### config.mk
export PLATFORM = sky130hd
export DESIGN_NAME = rr_reg_arbiter_flat
export DESIGN_NICKNAME = d
export VERILOG_FILES = /design/src/rtl/rr_reg_arbiter_pkg.sv /design/src/rtl/rr_reg_arbiter_if.sv /design/src/rtl/rr_priority_pick.sv /design/src/rtl/rr_reg_arbiter.sv /design/src/flat_wrapper.sv
export SDC_FILE = /design/constraint.sdc
export NUM_CORES = 1
export LEC_CHECK = 0
export ABC_AREA = 1
export CAP_MARGIN = 10
export CORE_MARGIN = 5
export CORE_UTILIZATION = 35
export DETAILED_ROUTE_END_ITERATION = 10
export PLACE_DENSITY = 0.71
export SLEW_MARGIN = 10
export SYNTH_ARGS = -nofsm -noshare
export SYNTH_HDL_FRONTEND = slang
export SYNTH_SLANG_ARGS = --single-unit
### constraint.sdc
create_clock -name clk -period 2.4 [get_ports clk]
set_input_delay 0.48 -clock clk [delete_from_list [all_inputs] [get_ports clk]]
set_output_delay 0.48 -clock clk [all_outputs]
set_load 0.03 [all_outputs]
### src/rtl/rr_reg_arbiter_pkg.sv
// Shared types and helpers for the round-robin registered arbiter.
package rr_reg_arbiter_pkg;

    typedef enum logic {
        ARB  = 1'b0,
        HOLD = 1'b1
    } arb_state_e;

    function automatic int next_idx(input int idx, input int n);
        return (idx + 1 >= n) ? 0 : idx + 1;
    endfunction

endpackage

### src/rtl/rr_reg_arbiter_if.sv
// Requester-side and output-side handshake bundle of the arbiter.
interface rr_reg_arbiter_if #(
    parameter int WIDTH   = 8,
    parameter int NUM_REQ = 4
);
    localparam int SRC_W = $clog2(NUM_REQ);

    logic                       flush;
    logic [NUM_REQ-1:0]         req_valid;
    logic [NUM_REQ-1:0]         req_last;
    logic [NUM_REQ*WIDTH-1:0]   req_data;
    logic [NUM_REQ-1:0]         req_ready;
    logic                       out_valid;
    logic                       out_ready;
    logic [WIDTH-1:0]           out_data;
    logic [SRC_W-1:0]           out_src;
    logic                       out_last;

    modport master (
        output flush, req_valid, req_last, req_data, out_ready,
        input  req_ready, out_valid, out_data, out_src, out_last
    );

    modport slave (
        input  flush, req_valid, req_last, req_data, out_ready,
        output req_ready, out_valid, out_data, out_src, out_last
    );

endinterface

### src/rtl/rr_priority_pick.sv
// Combinational rotate-priority picker: first set request at or after ptr, wrapping.
module rr_priority_pick #(
    parameter  int NUM_REQ = 4,
    localparam int SRC_W   = $clog2(NUM_REQ)
) (
    input  logic [NUM_REQ-1:0] req,
    input  logic [SRC_W-1:0]   ptr,
    output logic [NUM_REQ-1:0] gnt,
    output logic [SRC_W-1:0]   gnt_idx,
    output logic               any_gnt
);

    int               sum;
    logic [SRC_W-1:0] idx;

    always_comb begin
        gnt     = '0;
        gnt_idx = '0;
        any_gnt = 1'b0;
        sum     = 0;
        idx     = '0;
        for (int k = 0; k < NUM_REQ; k++) begin
            sum = int'(ptr) + k;
            if (sum >= NUM_REQ) sum = sum - NUM_REQ;
            idx = SRC_W'(sum);
            if (!any_gnt && req[idx]) begin
                gnt[idx] = 1'b1;
                gnt_idx  = idx;
                any_gnt  = 1'b1;
            end
        end
    end

endmodule

### src/rtl/rr_reg_arbiter.sv
// Round-robin arbiter with burst lock feeding a single registered output beat.
//   state | meaning
//   ARB   | any valid requester may win, scanning from ptr
//   HOLD  | burst in progress; only owner may transfer until its last beat
module rr_reg_arbiter
    import rr_reg_arbiter_pkg::*;
#(
    parameter int WIDTH   = 8,
    parameter int NUM_REQ = 4
) (
    input logic            clk,
    input logic            rst_n,
    rr_reg_arbiter_if.slave bus
);

    localparam int SRC_W = $clog2(NUM_REQ);

    arb_state_e         state_q, state_d;
    logic [SRC_W-1:0]   ptr_q, ptr_d;
    logic [SRC_W-1:0]   owner_q, owner_d;

    logic               out_valid_q;
    logic [WIDTH-1:0]   out_data_q;
    logic [SRC_W-1:0]   out_src_q;
    logic               out_last_q;

    logic [NUM_REQ-1:0] owner_mask;
    logic [NUM_REQ-1:0] req_masked;
    logic [NUM_REQ-1:0] gnt;
    logic [SRC_W-1:0]   gnt_idx;
    logic               any_gnt;
    logic               load_en;
    logic               xfer;
    logic [WIDTH-1:0]   sel_data;
    logic               sel_last;

    assign owner_mask = NUM_REQ'(1) << owner_q;
    assign req_masked = (state_q == HOLD) ? (bus.req_valid & owner_mask) : bus.req_valid;

    rr_priority_pick #(.NUM_REQ(NUM_REQ)) u_pick (
        .req     (req_masked),
        .ptr     (ptr_q),
        .gnt     (gnt),
        .gnt_idx (gnt_idx),
        .any_gnt (any_gnt)
    );

    assign load_en       = !out_valid_q || bus.out_ready;
    assign xfer          = any_gnt && load_en && !bus.flush;
    assign bus.req_ready = (load_en && !bus.flush) ? gnt : '0;

    always_comb begin
        sel_data = '0;
        sel_last = 1'b0;
        for (int i = 0; i < NUM_REQ; i++) begin
            if (gnt[i]) begin
                sel_data = bus.req_data[i*WIDTH +: WIDTH];
                sel_last = bus.req_last[i];
            end
        end
    end

    always_comb begin
        state_d = state_q;
        ptr_d   = ptr_q;
        owner_d = owner_q;
        if (bus.flush) begin
            state_d = ARB;
        end else if (xfer) begin
            case (state_q)
                ARB: begin
                    if (sel_last) begin
                        ptr_d = SRC_W'(next_idx(int'(gnt_idx), NUM_REQ));
                    end else begin
                        owner_d = gnt_idx;
                        state_d = HOLD;
                    end
                end
                HOLD: begin
                    if (sel_last) begin
                        ptr_d   = SRC_W'(next_idx(int'(owner_q), NUM_REQ));
                        state_d = ARB;
                    end
                end
                default: state_d = ARB;
            endcase
        end
    end

    always_ff @(posedge clk or negedge rst_n) begin
        if (!rst_n) begin
            state_q <= ARB;
            ptr_q   <= '0;
            owner_q <= '0;
        end else begin
            state_q <= state_d;
            ptr_q   <= ptr_d;
            owner_q <= owner_d;
        end
    end

    // Drain and load may share an edge, so a new beat simply overwrites the departing one.
    always_ff @(posedge clk or negedge rst_n) begin
        if (!rst_n) begin
            out_valid_q <= 1'b0;
            out_data_q  <= '0;
            out_src_q   <= '0;
            out_last_q  <= 1'b0;
        end else if (bus.flush) begin
            out_valid_q <= 1'b0;
        end else if (xfer) begin
            out_valid_q <= 1'b1;
            out_data_q  <= sel_data;
            out_src_q   <= gnt_idx;
            out_last_q  <= sel_last;
        end else if (bus.out_ready) begin
            out_valid_q <= 1'b0;
        end
    end

    assign bus.out_valid = out_valid_q;
    assign bus.out_data  = out_data_q;
    assign bus.out_src   = out_src_q;
    assign bus.out_last  = out_last_q;

    a_ready_onehot: assert property (@(posedge clk) disable iff (!rst_n)
        $onehot0(bus.req_ready));

    a_data_stable: assert property (@(posedge clk) disable iff (!rst_n)
        (out_valid_q && !bus.out_ready) |=> $stable(out_data_q));

    a_hold_owner_only: assert property (@(posedge clk) disable iff (!rst_n)
        (state_q == HOLD) |-> ((bus.req_ready & ~owner_mask) == '0));

endmodule

### src/flat_wrapper.sv
// flat-port wrapper written by rule: the top's interface ports become plain ports
module rr_reg_arbiter_flat import rr_reg_arbiter_pkg::*;
#(
    parameter int WIDTH   = 8,
    parameter int NUM_REQ = 4
)
  (clk, rst_n, bus_flush, bus_req_valid, bus_req_last, bus_req_data, bus_out_ready, bus_req_ready, bus_out_valid, bus_out_data, bus_out_src, bus_out_last);
  rr_reg_arbiter_if #(.WIDTH(WIDTH), .NUM_REQ(NUM_REQ)) bus_i ();
  input logic clk;
  input logic rst_n;
  input wire logic [$bits(bus_i.flush)-1:0] bus_flush;
  input wire logic [$bits(bus_i.req_valid)-1:0] bus_req_valid;
  input wire logic [$bits(bus_i.req_last)-1:0] bus_req_last;
  input wire logic [$bits(bus_i.req_data)-1:0] bus_req_data;
  input wire logic [$bits(bus_i.out_ready)-1:0] bus_out_ready;
  output wire logic [$bits(bus_i.req_ready)-1:0] bus_req_ready;
  output wire logic [$bits(bus_i.out_valid)-1:0] bus_out_valid;
  output wire logic [$bits(bus_i.out_data)-1:0] bus_out_data;
  output wire logic [$bits(bus_i.out_src)-1:0] bus_out_src;
  output wire logic [$bits(bus_i.out_last)-1:0] bus_out_last;
  assign bus_i.flush = bus_flush;
  assign bus_i.req_valid = bus_req_valid;
  assign bus_i.req_last = bus_req_last;
  assign bus_i.req_data = bus_req_data;
  assign bus_i.out_ready = bus_out_ready;
  assign bus_req_ready = bus_i.req_ready;
  assign bus_out_valid = bus_i.out_valid;
  assign bus_out_data = bus_i.out_data;
  assign bus_out_src = bus_i.out_src;
  assign bus_out_last = bus_i.out_last;
  rr_reg_arbiter #(.WIDTH(WIDTH), .NUM_REQ(NUM_REQ)) u_core (.clk(clk), .rst_n(rst_n), .bus(bus_i));
endmodule
== Word level (Yosys, flattened, before mapping) ==
Index checks and enable logic that the tools add are counted.
Widths: inputs -> output; s select.

* Bits in registers: 17
* Logic and storage cells: 114

* Shift operators: 1
* Mux-type cells: 53
* Bitwise operators: 7
* Reduce and logical (&&, ||, !) cells: 21
* Magnitude comparators: 14
* Equal/unequal tests: 2
* Add/sub/neg operators: 9

{| class="wikitable"
|+ Operators with widths
! operator !! count
|-
| $mux 8 || 4
|-
| $mux 2 || 12
|-
| $mux 4 || 6
|-
| $mux 1 || 22
|-
| $ge 3x3->1 const B || 5
|-
| $lt 2x3->1 const B || 4
|-
| $or 4x4->4 || 3
|-
| $logic_and 1x1->1 || 10
|-
| $add 2x1->3 const B || 3
|-
| $bmux 1 s2 || 4
|-
| $demux 1 s2 || 4
|-
| $ge 2x1->1 const B || 4
|-
| $reduce_and 4->1 || 2
|-
| $sub 2x1->2 const B || 4
|-
| $add 2x2->3 const B || 2
|-
| $logic_not 1->1 || 5
|-
| $and 4x4->4 || 1
|-
| $pmux 2 s2 || 1
|-
| $shl 1x2->4 const A || 1
|-
| $ge 2x3->1 const B || 1
|-
| $not 1->1 || 3
|-
| $reduce_bool 3->1 || 1
|-
| $ne 2x1->1 const B || 1
|-
| $ne 2x2->1 const B || 1
|-
| 3 further kinds || 3
|}

== Logic depth before layout (Yosys ltp) ==
Gate-level depths: netlist (run 1).

* Depth after elaboration: 22
* Gate-level depth with buffers: 21

== Modules after synthesis ==
A second synthesis (run 1) with hierarchy kept.

* Cells, all modules: 215
* Area, all modules: 1,589.0 µm²

{| class="wikitable"
|+ Modules (own cells, without submodules)
! module !! times used !! area each (µm²) !! cells an instance
|-
| rr_reg_arbiter || 1 || 1,148.6 || 141
|-
| rr_priority_pick || 1 || 440.4 || 74
|}

== Least setup slack after synthesis (run 1) ==
No wires, ideal clock.

* Path type: register -> output
* Start: register with a tool-made name
* End: output port bus_req_ready[3]
* Arrival time: 2.407 ns
* Stages on the path, launching flop included: 13
* Path slack: -0.487 ns
* Buffers on the path: 1
* Cells stage by stage: dfrtp_1 > inv_2 > ha_1 > inv_1 > nand3_1 > nand2_2 > nand2_4 > nor2_8 > nand2_4 > o21ai_4 > buf_4 > inv_1 > nor2_1

{| class="wikitable"
|+ RTL lines
! element !! RTL line !! RTL
|-
| end, declared || flat_wrapper.sv:16 || <nowiki>output wire logic [$bits(bus_i.req_ready)-1:0] bus_req_ready;</nowiki>
|}

== Worst setup path after layout (run 1) ==
* Start: register u_core.owner_q[0]
* End: output port bus_req_ready[3]

* Cells in the longest elaborated chain, start to end: 16

{| class="wikitable"
|+ Ends and longest elaborated chain
! element !! RTL line !! RTL
|-
| start, declared || rr_reg_arbiter.sv:20 || <nowiki>logic [SRC_W-1:0] owner_q, owner_d;</nowiki>
|-
| start signal, assigned || rr_reg_arbiter.sv:98 || <nowiki>owner_q <= owner_d;</nowiki>
|-
| $shl 1x2->4 * || rr_reg_arbiter.sv:37 || <nowiki>assign owner_mask = NUM_REQ'(1) << owner_q;</nowiki>
|-
| $and 4x4->4 * || rr_reg_arbiter.sv:38 || <nowiki>assign req_masked = (state_q == HOLD) ? (bus.req_valid & owner_mask) : bus.req_valid;</nowiki>
|-
| $mux 4 * || rr_reg_arbiter.sv:38 ||
|-
| $bmux 1 s2 || rr_priority_pick.sv:26 || <nowiki>if (!any_gnt && req[idx]) begin</nowiki>
|-
| $mux 1 (implied by the code) || rr_priority_pick.sv:26 ||
|-
| $mux 1 || rr_priority_pick.sv:26 ||
|-
| $logic_not 1->1 || rr_priority_pick.sv:26 ||
|-
| $logic_and 1x1->1 || rr_priority_pick.sv:26 ||
|-
| $mux 1 || rr_priority_pick.sv:26 ||
|-
| $logic_not 1->1 || rr_priority_pick.sv:26 ||
|-
| $logic_and 1x1->1 || rr_priority_pick.sv:26 ||
|-
| $mux 1 || rr_priority_pick.sv:26 ||
|-
| $logic_not 1->1 || rr_priority_pick.sv:26 ||
|-
| $logic_and 1x1->1 || rr_priority_pick.sv:26 ||
|-
| $mux 4 * || rr_priority_pick.sv:26 ||
|-
| $mux 4 * || rr_reg_arbiter.sv:50 || <nowiki>assign bus.req_ready = (load_en && !bus.flush) ? gnt : '0;</nowiki>
|}

Mark *: on every way between the ends. The rest lies on a longest branch, timed or not. The select of a mux whose other input is x is not followed.

==> results.py, run 1 <==
metrics = {
    "clock_tree": {
        "worstSkewPairLatency_ns": 0.25,
        "cts_buffer_depth": 2,
        "numCtsBuffers": 3,
        "numClockSinks": 17,
        "cts_stage_hold_buffer_count": 0,
        "cts-root-buf": "sky130_fd_sc_hd__clkbuf_8",
        "htree_levels": 1,
        "cts_tree": "yes",
        "cts.clk_slew.worst_paths_ns": 0.07,
    },
    "critical_path": {
        "worst-endpoint-required_ns": 1.92,
        "critical-path-top-delay-family": "simple AND/OR/NAND/NOR gates",
        "reg2reg_setup_slack_ns": -0.07,
        "critPathKind": "reg2out",
        "cp.buffers_inverters": 3,
        "crit_fanout": 7,
        "crit_path_slowest_cell": "sky130_fd_sc_hd__dfrtp_2",
        "timing.critical_path.cells": "ha_2 > inv_1 > nand2_2 > nand3_4 > nand3_2 > nand2_4 > nand2_4 > nor2_8 > nand2_4 > o21ai_4 > inv_4 > nor2_4 > buf_6",
        "crit_path_capture_type": "output port",
        "timing.critical_path.depth": 13,
        "reg2reg_to": "u_core.owner_q[0]",
        "worst_path_largest_cell_delay_ns": 0.44,
        "crit_path_start": "u_core.owner_q[0]",
        "startpoint_type": "register",
        "r2r_start": "u_core.owner_q[0]",
        "crit_path_end": "bus_req_ready[3]",
        "r2r_cells": 19,
        "cp_common_cell": "sky130_fd_sc_hd__nand2_4",
        "worst_ep_arrival_time_ns": 2.08,
    },
    "sta": {
        "setup_violations": 7,
        "max_slew.worst_pin.slew_ns": 0.3658,
        "timing.final.crit_share": 1.066,
        "slew_headroom": 0.7554,
        "hold_viol_final": 0,
        "finalSetupTns_ns": -0.7181,
        "final.min_clock_period_ns": 2.559,
        "setup_slack_ns": -0.1587,
        "fmaxAchievable_mhz": 390.8,
        "final_max_slew_viol_count": 0,
        "fin_worst_skew_ns": 0.0009661,
        "grt_setup_unrepaired": "true",
        "final.hold.worst_slack_ns": 0.4818,
    },
    "placed_design": {
        "placed_cells_incl_taps": 366,
        "dpl_worst_slack_ns": -0.1715,
        "io_buffer_count": 59,
        "half_perimeter_wire_length_after_placement_mm": 4.144,
        "routability_cong": 0.8679,
        "placedInstanceArea_um2": 2512,
    },
    "global_route": {
        "grtUsageTotal": 0.1680,
        "grt_start_max_net_pins": 16,
        "vias_in_the_first_global_route": 1850,
        "grt_antenna_before_repair": 0,
        "globalRouteOverflowTotal": 0,
        "grt_first_pass_wirelength_mm": 8.521,
    },
    "die": {
        "io-pin-count": 60,
        "floorplan.die.width_um": 79.01,
        "initial_utilization": 0.3576,
        "core.rowCount": 25,
        "chipHeight_um": 79.01,
        "design.die.area_um2": 6242,
        "placeableCoreArea_um2": 4661,
    },
    "final_layout": {
        "antennaDiodeCount": 0,
        "final_cell_area_um2": 2805,
        "areaGrowthSynthToFinish_pct": 68.32,
        "num-nets-final": 381,
        "drive_above_1_share": 0.3692,
        "num-fill-cells": 399,
        "final_cell_count_no_fill": 379,
    },
    "synth": {
        "synth.top_cells.by_area": "sky130_fd_sc_hd__dfrtp_1 26%, sky130_fd_sc_hd__nand2_1 11%, sky130_fd_sc_hd__a21oi_1 11%, sky130_fd_sc_hd__ha_1 8.3%, sky130_fd_sc_hd__nand3_1 7.5%",
        "ys_ff_latch": 17,
        "synth_top_area_cell": "sky130_fd_sc_hd__dfrtp_1",
        "syn_inst": 234,
        "synthMostInstantiatedCell": "sky130_fd_sc_hd__nand2_1",
        "yosys_most_used_dff": "sky130_fd_sc_hd__dfrtp_1",
        "synth_enable_flop_cells": 0,
        "syn-num-nets": 289,
        "netlist.area_leader.share": 0.2553,
        "synth_commonest_cells": "47 x sky130_fd_sc_hd__nand2_1, 35 x sky130_fd_sc_hd__a21oi_1, 25 x sky130_fd_sc_hd__nand3_1",
        "synth_cell_types": 28,
        "avgSynthCellArea_um2": 7.122,
        "synthesis.area_um2": 1667,
        "asyncSetResetFlopFracSynth": 1.000,
        "yosys_warnings": 0,
        "synth_sequential_area_ratio": 0.2553,
    },
    "power": {
        "share_clk_of_total_power": 0.046,
        "power.switching_fraction": 0.5332,
        "p_switching_uw": 2457,
        "static-leakage-power_uw": 0.001244,
        "comb_power_share": 0.838,
        "power.density_nw_per_um2": 1642,
        "p_seq_frac": 0.115,
        "intPower_uw": 2151,
        "largest_voltage_drop_on_the_vdd_net_uv": 805.0,
    },
    "route": {
        "detail-route-antenna-nets": 0,
        "remaining_drc_errors": 0,
        "avgRoutedWirePerCell_um": 13.56,
        "routed_wirelength_mm": 5.141,
        "dr.pass1.iters": 4,
        "viasPerCell": 4.823,
        "drt_iter0_drc": 42,
        "vias": 1828,
    },
    "outcome": {
        "run_status": "complete, but fails checks",
        "violations": "setup timing",
    },
    "run": {
        "drv_cap": 0,
    },
    "hold_path": {
        "worst_hold_path_type": "reg2reg",
    },
}
-- layout by cell type (no fill, tap or decap) --
| cell | synthesis | routed |
|---|---|---|
| sky130_fd_sc_hd__inv_4 | 1 | 4 |
| sky130_fd_sc_hd__clkinv_2 | 0 | 1 |
| sky130_fd_sc_hd__nor2_1 | 16 | 10 |
| sky130_fd_sc_hd__ha_2 | 0 | 1 |
| sky130_fd_sc_hd__dfrtp_2 | 0 | 4 |
| sky130_fd_sc_hd__a21oi_2 | 1 | 3 |
| sky130_fd_sc_hd__nand3_1 | 25 | 18 |
| sky130_fd_sc_hd__ha_4 | 0 | 4 |
| sky130_fd_sc_hd__nor2_8 | 1 | 1 |
| sky130_fd_sc_hd__inv_2 | 4 | 10 |
| sky130_fd_sc_hd__inv_1 | 23 | 14 |
| sky130_fd_sc_hd__o21ai_4 | 1 | 2 |
| sky130_fd_sc_hd__nor2_2 | 2 | 4 |
| sky130_fd_sc_hd__a21oi_1 | 35 | 33 |
| sky130_fd_sc_hd__nand4_1 | 4 | 4 |
| sky130_fd_sc_hd__clkdlybuf4s50_1 | 0 | 55 |
| sky130_fd_sc_hd__o211ai_1 | 1 | 1 |
| sky130_fd_sc_hd__o21ai_2 | 0 | 1 |
| sky130_fd_sc_hd__dfrtp_1 | 17 | 13 |
| sky130_fd_sc_hd__nand2_2 | 5 | 17 |
| sky130_fd_sc_hd__nor2_4 | 2 | 6 |
| sky130_fd_sc_hd__nand3_4 | 1 | 3 |
| sky130_fd_sc_hd__buf_6 | 1 | 3 |
| sky130_fd_sc_hd__o21ai_0 | 14 | 8 |
| sky130_fd_sc_hd__nand2_1 | 47 | 34 |
| sky130_fd_sc_hd__clkbuf_8 | 0 | 3 |
| sky130_fd_sc_hd__nand3_2 | 6 | 11 |
| sky130_fd_sc_hd__o21ai_1 | 3 | 7 |
| sky130_fd_sc_hd__o31ai_1 | 1 | 1 |
| sky130_fd_sc_hd__buf_4 | 2 | 32 |
| sky130_fd_sc_hd__xor2_1 | 1 | 1 |
| sky130_fd_sc_hd__o32ai_4 | 1 | 1 |
| sky130_fd_sc_hd__ha_1 | 11 | 6 |
| sky130_fd_sc_hd__buf_12 | 0 | 1 |
| sky130_fd_sc_hd__nand2_4 | 7 | 8 |
-- cells by family after synthesis --
family / share of synthesized area
XOR/XNOR: 0.005256
AO/OA/AOI/OAI: 0.1967
buffers and inverters: 0.08258
adder cells (fa/ha/maj): 0.08258
AND/OR/NAND/NOR: 0.3776
flip-flops: 0.2553
-- routing by layer --
metal | part of all wire | global-route usage | up-vias | wire length (um)
li1 | - | - | 960 | -
met1 | 0.44 | 0.2176 | 846 | 2287
met2 | 0.53 | 0.2997 | 18 | 2737
met3 | 0.016 | 0.01474 | 4 | 83
met4 | 0.0062 | 0.04124 | 0 | 32
met5 | 0 | 0 | - | 0
-- worst min-delay path, delay by kind of cell (launching register included) --
family | cells | cell delay [ns]
simple gates | 2 | 0.11
flops | 1 | 0.34
-- area by class of cell --
type                            instances  area, um2  area share
Inverter                               28      115.1     0.04103
Sequential cell                        17      430.4      0.1534
Multi-Input combinational cell        185       1301      0.4639
Clock inverter                          1      5.005    0.001784
Clock buffer                            3      41.29     0.01472
Timing Repair Buffer                   91      844.6      0.3011
Tap cell                               54      67.56     0.02409
-- flip-flops by register name, indices dropped and copies added (netlist names), named ones only --
signal	cells
u_core.bus.out_src	2
u_core.state_q	1
u_core.bus.out_valid	1
u_core.bus.out_last	1
u_core.owner_q	2
u_core.ptr_q	1
u_core.bus.out_data	8
-- how the worst min path moves through the flow --
stage	from	endpoint	slack (ns)	cells past startpoint
2_1_floorplan	rst_n	async pin	0.18	0
3_3_place_gp	u_core.bus.out_last	u_core.bus.out_last	0.47	2
3_5_place_dp	u_core.bus.out_last	u_core.bus.out_last	0.47	2
4_1_cts	u_core.bus.out_last	u_core.bus.out_last	0.49	2
5_1_grt	rst_n	u_core.bus.out_data[6]	0.53	1
6_report	u_core.bus.out_last	u_core.bus.out_last	0.48	2
-- power by group through the flow --
| stage | Clock (uW) | Sequential [uW] | Combinational (uW) |
|---|---|---|---|
| floorplan | 0 | 740 | 2050 |
| global placement | 0 | 517 | 3370 |
| detailed placement | 0 | 523 | 3410 |
| CTS | 217 | 523 | 3630 |
| global route | 231 | 552 | 4210 |
| finish | 213 | 531 | 3860 |
-- stage by stage --
stage                     utilization  total power, uW
after global placement         0.5391             3890
after detailed placement       0.5391             3929
after floorplan                     -             2793
final                          0.6019             4607
after global routing           0.6019             4994
after CTS                      0.5775             4370
-- repair_timing --
item / CTS / global route
endpoints found under the setup margin: 10 / 21
gates resized for setup: 28 / 29
pin swaps: 7 / 13
buffers inserted: 6 / 3
hold endpoints to repair: 0 / 0
Note: power is estimated with default switching activity, not from simulation.
==> run 2, diff against run 1 <==
- SYNTH_HIERARCHICAL: unset -> 1
==> run 2 against run 1 <==
Net effect: the flow still finishes with violations (setup timing); core utilization grew 4.4 points; sequential share of layout area decreased by 0.24 points; critical path depth shrank 1; non-clock buffer count increased by 23; final cell count rose by 0.26%; fmax shrank 2.2%.
==> results.py, run 2 <==
metrics = {
    "die": {
        "floorplan.die.width_um": 77.38,
        "placeableCoreArea_um2": 4384,
        "core.rowCount": 24,
        "initial_utilization": 0.3624,
        "chipHeight_um": 77.38,
        "design.die.area_um2": 5988,
        "io-pin-count": 60,
    },
    "route": {
        "drt_iter0_drc": 65,
        "avgRoutedWirePerCell_um": 13.97,
        "routed_wirelength_mm": 5.310,
        "detail-route-antenna-nets": 0,
        "viasPerCell": 4.763,
        "remaining_drc_errors": 0,
        "vias": 1810,
        "dr.pass1.iters": 4,
    },
    "synth": {
        "synthesis.area_um2": 1589,
        "netlist.area_leader.share": 0.2677,
        "avgSynthCellArea_um2": 7.391,
        "asyncSetResetFlopFracSynth": 1.000,
        "synth_top_area_cell": "sky130_fd_sc_hd__dfrtp_1",
        "synthMostInstantiatedCell": "sky130_fd_sc_hd__nand2_1",
        "yosys_most_used_dff": "sky130_fd_sc_hd__dfrtp_1",
        "synth.top_cells.by_area": "sky130_fd_sc_hd__dfrtp_1 27%, sky130_fd_sc_hd__nand2_1 13%, sky130_fd_sc_hd__a21oi_1 7.9%, sky130_fd_sc_hd__ha_1 7.9%, sky130_fd_sc_hd__nand3_1 5.4%",
        "synth_enable_flop_cells": 0,
        "syn_inst": 215,
        "synth_cell_types": 28,
        "synth_commonest_cells": "56 x sky130_fd_sc_hd__nand2_1, 25 x sky130_fd_sc_hd__a21oi_1, 18 x sky130_fd_sc_hd__inv_1",
        "ys_ff_latch": 17,
        "yosys_warnings": 6,
        "synth_sequential_area_ratio": 0.2677,
        "syn-num-nets": 269,
    },
    "hold_path": {
        "worst_hold_path_type": "reg2reg",
    },
    "global_route": {
        "grtUsageTotal": 0.1673,
        "grt_first_pass_wirelength_mm": 8.438,
        "vias_in_the_first_global_route": 1818,
        "grt_start_max_net_pins": 18,
        "globalRouteOverflowTotal": 0,
        "grt_antenna_before_repair": 0,
    },
    "sta": {
        "timing.final.crit_share": 1.090,
        "max_slew.worst_pin.slew_ns": 0.3365,
        "slew_headroom": 0.7751,
        "final_max_slew_viol_count": 0,
        "setup_violations": 16,
        "grt_setup_unrepaired": "true",
        "hold_viol_final": 0,
        "fmaxAchievable_mhz": 382.1,
        "setup_slack_ns": -0.2171,
        "final.min_clock_period_ns": 2.617,
        "fin_worst_skew_ns": 0.005454,
    },
    "final_layout": {
        "areaGrowthSynthToFinish_pct": 78.27,
        "seq_area_um2": 427.9,
        "final_cell_area_um2": 2833,
        "num-fill-cells": 364,
        "final_cell_count_no_fill": 380,
        "layout_commonest_cell": "sky130_fd_sc_hd__clkdlybuf4s50_1",
        "drive_above_1_share": 0.3872,
        "multiInputGateArea_um2": 1169,
        "antennaDiodeCount": 0,
        "most-common-layout-cells": "54 x sky130_fd_sc_hd__clkdlybuf4s50_1, 50 x sky130_fd_sc_hd__buf_4, 49 x sky130_fd_sc_hd__nand2_1, 22 x sky130_fd_sc_hd__a21oi_1, 16 x sky130_fd_sc_hd__nand2_2",
        "number_of_flip_flops_in_the_largest_register": 8,
        "num-nets-final": 383,
        "final_core_utilization": 0.6461,
    },
    "clock_tree": {
        "htree_levels": 1,
        "cts-root-buf": "sky130_fd_sc_hd__clkbuf_8",
        "cts_buffer_depth": 2,
        "cts.clk_slew.worst_paths_ns": 0.07,
        "numCtsBuffers": 3,
        "numClockSinks": 17,
        "cts_stage_hold_buffer_count": 0,
        "worstSkewPairLatency_ns": 0.25,
        "cts_tree": "yes",
    },
    "critical_path": {
        "crit_fanout": 5,
        "worst_path_largest_cell_delay_ns": 0.46,
        "worst-endpoint-required_ns": 1.92,
        "cp.buffers_inverters": 5,
        "crit_path_slowest_cell": "sky130_fd_sc_hd__clkdlybuf4s50_1",
        "timing.critical_path.cells": "clkdlybuf4s50_1 > o21a_1 > inv_1 > nand2_2 > nand3_4 > buf_4 > a21boi_0 > a21oi_1 > nand3_2 > inv_2 > nor2_4 > buf_6",
        "critical-path-top-delay-family": "buffers and inverters",
        "crit_path_capture_type": "output port",
        "worst_ep_arrival_time_ns": 2.14,
        "critPathKind": "in2out",
        "startpoint_type": "primary input",
    },
    "placed_design": {
        "routability_cong": 0.8767,
        "placedInstanceArea_um2": 2465,
        "dpl_worst_slack_ns": -0.3989,
        "half_perimeter_wire_length_after_placement_mm": 3.877,
        "placed_cells_incl_taps": 353,
        "io_buffer_count": 59,
    },
    "power": {
        "power.density_nw_per_um2": 1709,
        "static-leakage-power_uw": 0.001354,
        "largest_voltage_drop_on_the_vdd_net_uv": 784.3,
    },
    "outcome": {
        "run_status": "complete, but fails checks",
        "violations": "setup timing",
    },
    "run": {
        "drv_cap": 0,
    },
}
## run 2: cell count changes after synthesis, sizes merged, moves of 2 or more
cell	delta
o21ai	-17
nand3	-12
nor2	-12
a21oi	-10
nand2	+9
a2bb2oi	+8
inv	-7
o211ai	+7
nand4	+6
a21boi	+5
buf	+3
o21a	+3
clkinv	+2
## run 2: layout make-up
class                           instances  share of cell area
Multi-Input combinational cell        170              0.4125
Timing Repair Buffer                  114              0.3622
Sequential cell                        17              0.1511
Inverter                               23             0.03489
Tap cell                               52             0.02297
Clock buffer                            3             0.01458
Clock inverter                          1            0.001767
## run 2: layer usage
metal,GRT usage,vias to the layer above,part of all wire,routed length [um]
li1,-,964,-,-
met1,0.2252,793,0.45,2385
met2,0.2811,47,0.50,2634
met3,0.02662,6,0.045,240
met4,0.03952,0,0.0094,50
met5,0,-,0,0
## run 2: final timing paths
path                       cells past startpoint                 from                endpoint  slack [ns]
hold / removal                                 2  u_core/bus.out_last     u_core/bus.out_last        0.48
hold reg to reg                                2  u_core/bus.out_last     u_core/bus.out_last        0.48
max in group asynchronous                      2                rst_n         u_core/ptr_q[0]        1.64
setup reg to reg                              20    u_core/owner_q[0]         u_core/ptr_q[0]       -0.19
min in group asynchronous                      2                rst_n  u_core/bus.out_data[7]        0.55
setup / recovery                              12     bus_req_valid[0]        bus_req_ready[0]       -0.22
## run 2: cell families (layout without fill, tap and decap cells)
kind of cell,Yosys count,in the layout,share of synthesized area
AOI/OAI and AO/OA,52,52,0.2118
and+or+nand+nor,107,108,0.3480
adders and majority gates,10,10,0.07874
DFF,17,17,0.2677
buffers and inverters,29,141,0.09369
## run 2: through the flow
step	power, uW	hold slack, ns	TNS, ns
2_1_floorplan	2802	0.1844	-0.07721
3_3_place_gp	3899	0.4734	-5.878
3_5_place_dp	3943	0.4649	-6.172
4_1_cts	4563	0.4889	-1.009
5_1_grt	5259	0.5190	-4.515
6_report	4841	0.4822	-1.789
## run 2: power by group
group / internal, uW / switching, uW
Sequential: 432 / 91.6
Combinational: 1850 / 2260
Clock: 115 / 92.2
## run 2: worst reg2reg max path: cells and delay by family (launching register included)
kind	cells	cell delay, ns
compound gates	1	0.07
buf+inv	16	1.87
flops	1	0.41
simple gates	3	0.16
## run 2: timing repair
| item | 4_1_cts | 5_1_grt |
|---|---|---|
| buffers inserted | 19 | 5 |
| hold endpoints to repair | 0 | 0 |
| gates resized for setup | 26 | 23 |
| endpoints found under the setup margin | 17 | 20 |
| pin swaps | 16 | 14 |
| cloned | 1 | 0 |
==> run 3, diff against run 2 <==
- CORE_ASPECT_RATIO: unset -> 1.1
==> run 3 against run 2 <==
Net effect: critical path type is now reg2out; largest cell class unchanged; core utilization is 0.96 points lower; sequential cell count is the same; the flow still finishes with violations (setup timing); die area about the same; clock power barely moved; final cell count is 2.1% lower.
==> results.py, run 3 (synthesis results as in run 2) <==
metrics = {
    "outcome": {
        "run_status": "complete, but fails checks",
        "violations": "setup timing",
    },
    "global_route": {
        "grt_first_pass_wirelength_mm": 7.859,
        "grtUsageTotal": 0.1666,
        "globalRouteOverflowTotal": 0,
        "grt_start_max_net_pins": 18,
        "grt_antenna_before_repair": 0,
        "vias_in_the_first_global_route": 1725,
    },
    "placed_design": {
        "half_perimeter_wire_length_after_placement_mm": 4.017,
        "placed_cells_incl_taps": 355,
        "io_buffer_count": 59,
        "routability_cong": 0.9445,
    },
    "final_layout": {
        "final_core_utilization": 0.6365,
        "areaGrowthSynthToFinish_pct": 74.17,
        "final_cell_count_no_fill": 372,
        "layout_commonest_cell": "sky130_fd_sc_hd__clkdlybuf4s50_1",
        "drive_above_1_share": 0.3553,
        "antennaDiodeCount": 0,
        "most-common-layout-cells": "54 x sky130_fd_sc_hd__clkdlybuf4s50_1, 49 x sky130_fd_sc_hd__nand2_1, 38 x sky130_fd_sc_hd__buf_4, 21 x sky130_fd_sc_hd__a21oi_1, 16 x sky130_fd_sc_hd__nand2_2",
        "num-nets-final": 373,
        "number_of_flip_flops_in_the_largest_register": 8,
    },
    "route": {
        "vias": 1835,
        "routed_wirelength_mm": 5.256,
        "drt_iter0_drc": 90,
        "dr.pass1.iters": 6,
        "detail-route-antenna-nets": 0,
        "remaining_drc_errors": 0,
        "viasPerCell": 4.933,
        "avgRoutedWirePerCell_um": 14.13,
    },
    "critical_path": {
        "r2r_start": "u_core/owner_q[0]",
        "crit_path_start": "u_core/owner_q[0]",
        "worst-endpoint-required_ns": 1.92,
        "critPathKind": "reg2out",
        "worst_ep_arrival_time_ns": 2.15,
        "crit_path_capture_type": "output port",
        "crit_fanout": 5,
        "startpoint_type": "register",
    },
    "power": {
        "power.density_nw_per_um2": 1742,
        "p_seq_frac": 0.109,
        "comb_power_share": 0.849,
        "intPower_uw": 2386,
        "largest_voltage_drop_on_the_vdd_net_uv": 937.2,
        "power.switching_fraction": 0.5051,
        "static-leakage-power_uw": 0.001311,
        "share_clk_of_total_power": 0.042,
        "p_switching_uw": 2435,
    },
    "sta": {
        "finalSetupTns_ns": -1.114,
        "fmaxAchievable_mhz": 380.9,
        "timing.final.crit_share": 1.094,
        "grt_setup_unrepaired": "true",
        "slew_headroom": 0.7546,
        "fin_worst_skew_ns": 0.002365,
        "max_slew.worst_pin.slew_ns": 0.3673,
        "final_max_slew_viol_count": 0,
        "final.min_clock_period_ns": 2.625,
        "setup_violations": 14,
        "hold_viol_final": 0,
        "setup_slack_ns": -0.2255,
    },
    "run": {
        "drv_cap": 0,
    },
    "hold_path": {
        "timing.hold.worst.start": "u_core/bus.out_src[0]",
        "worst_hold_path_type": "reg2reg",
    },
    "die": {
        "floorplan.die.width_um": 74.25,
        "core.rowCount": 25,
        "io-pin-count": 60,
        "initial_utilization": 0.3655,
        "placeableCoreArea_um2": 4348,
        "design.die.area_um2": 5989,
        "chipHeight_um": 80.67,
    },
    "clock_tree": {
        "htree_levels": 1,
        "cts-root-buf": "sky130_fd_sc_hd__clkbuf_8",
        "cts_buffer_depth": 2,
        "cts_tree": "yes",
        "worstSkewPairLatency_ns": 0.24,
        "numClockSinks": 17,
        "numCtsBuffers": 3,
        "cts.clk_slew.worst_paths_ns": 0.06,
    },
}
-- run 3: worst paths after layout --
path                       slack [ns]  depth (start not counted)                     end
hold reg to reg                  0.49                          2   u_core/bus.out_src[0]
hold / removal                   0.49                          2   u_core/bus.out_src[0]
max in group asynchronous        1.64                          2         u_core/ptr_q[0]
setup / recovery                -0.23                         14        bus_req_ready[2]
setup reg to reg                -0.06                         18  u_core/bus.out_data[7]
min in group asynchronous        0.55                          2  u_core/bus.out_data[3]
-- run 3: stage by stage --
| step | setup slack, ns | hold WS (ns) | cell area, um2 | power [uW] |
|---|---|---|---|---|
| 6_report | -0.2255 | 0.4864 | 2768 | 4821 |
| 5_1_grt | -0.3450 | 0.5319 | 2768 | 5191 |
| 4_1_cts | -0.2667 | 0.4897 | 2691 | 4633 |
| 3_5_place_dp | -0.4059 | 0.4642 | 2492 | 4041 |
| 3_3_place_gp | -0.3771 | 0.4711 | 2492 | 3984 |
| 2_1_floorplan | -0.07721 | 0.1844 | 1629 | 2802 |
-- run 3: timing repair --
action,CTS,global route
endpoints found under the setup margin,17,18
gates resized for setup,28,18
pin swaps,36,17
setup buffers,12,3
gates cloned,1,0
hold buffers,0,0
-- run 3: power by group through the flow --
stage | Combinational, uW | Sequential [uW] | Clock, uW
2_1_floorplan | 2070 | 727 | 0
5_1_grt | 4420 | 544 | 232
3_3_place_gp | 3470 | 513 | 0
4_1_cts | 3900 | 520 | 211
6_report | 4090 | 525 | 204
3_5_place_dp | 3520 | 519 | 0
-- run 3: layout make-up --
class                           instances  area, um2
Multi-Input combinational cell        170       1152
Sequential cell                        17      429.2
Tap cell                               54      67.56
Inverter                               23      97.59
Fill cell                             370       1580
Clock buffer                            4      45.04
Timing Repair Buffer                  104      975.9
-- run 3: metal layers --
metal / track usage / part of all wire
met1: 0.2146 / 0.44
met4: 0.02313 / 0.0074
met2: 0.2988 / 0.53
met3: 0.02253 / 0.032
met5: 0 / 0
-- run 3: critical path, stage by stage (launching register included) --
cell,delay (ns)
sky130_fd_sc_hd__dfrtp_1,0.42
sky130_fd_sc_hd__ha_2,0.20
sky130_fd_sc_hd__inv_2,0.06
sky130_fd_sc_hd__a21boi_2,0.06
sky130_fd_sc_hd__buf_4,0.14
sky130_fd_sc_hd__nand2_4,0.06
sky130_fd_sc_hd__nand2_2,0.07
sky130_fd_sc_hd__nand2_1,0.08
sky130_fd_sc_hd__nand2_2,0.10
sky130_fd_sc_hd__nor2_4,0.15
sky130_fd_sc_hd__nand4_1,0.14
sky130_fd_sc_hd__nand3_2,0.16
sky130_fd_sc_hd__inv_8,0.04
sky130_fd_sc_hd__nor2_4,0.08
sky130_fd_sc_hd__buf_6,0.14
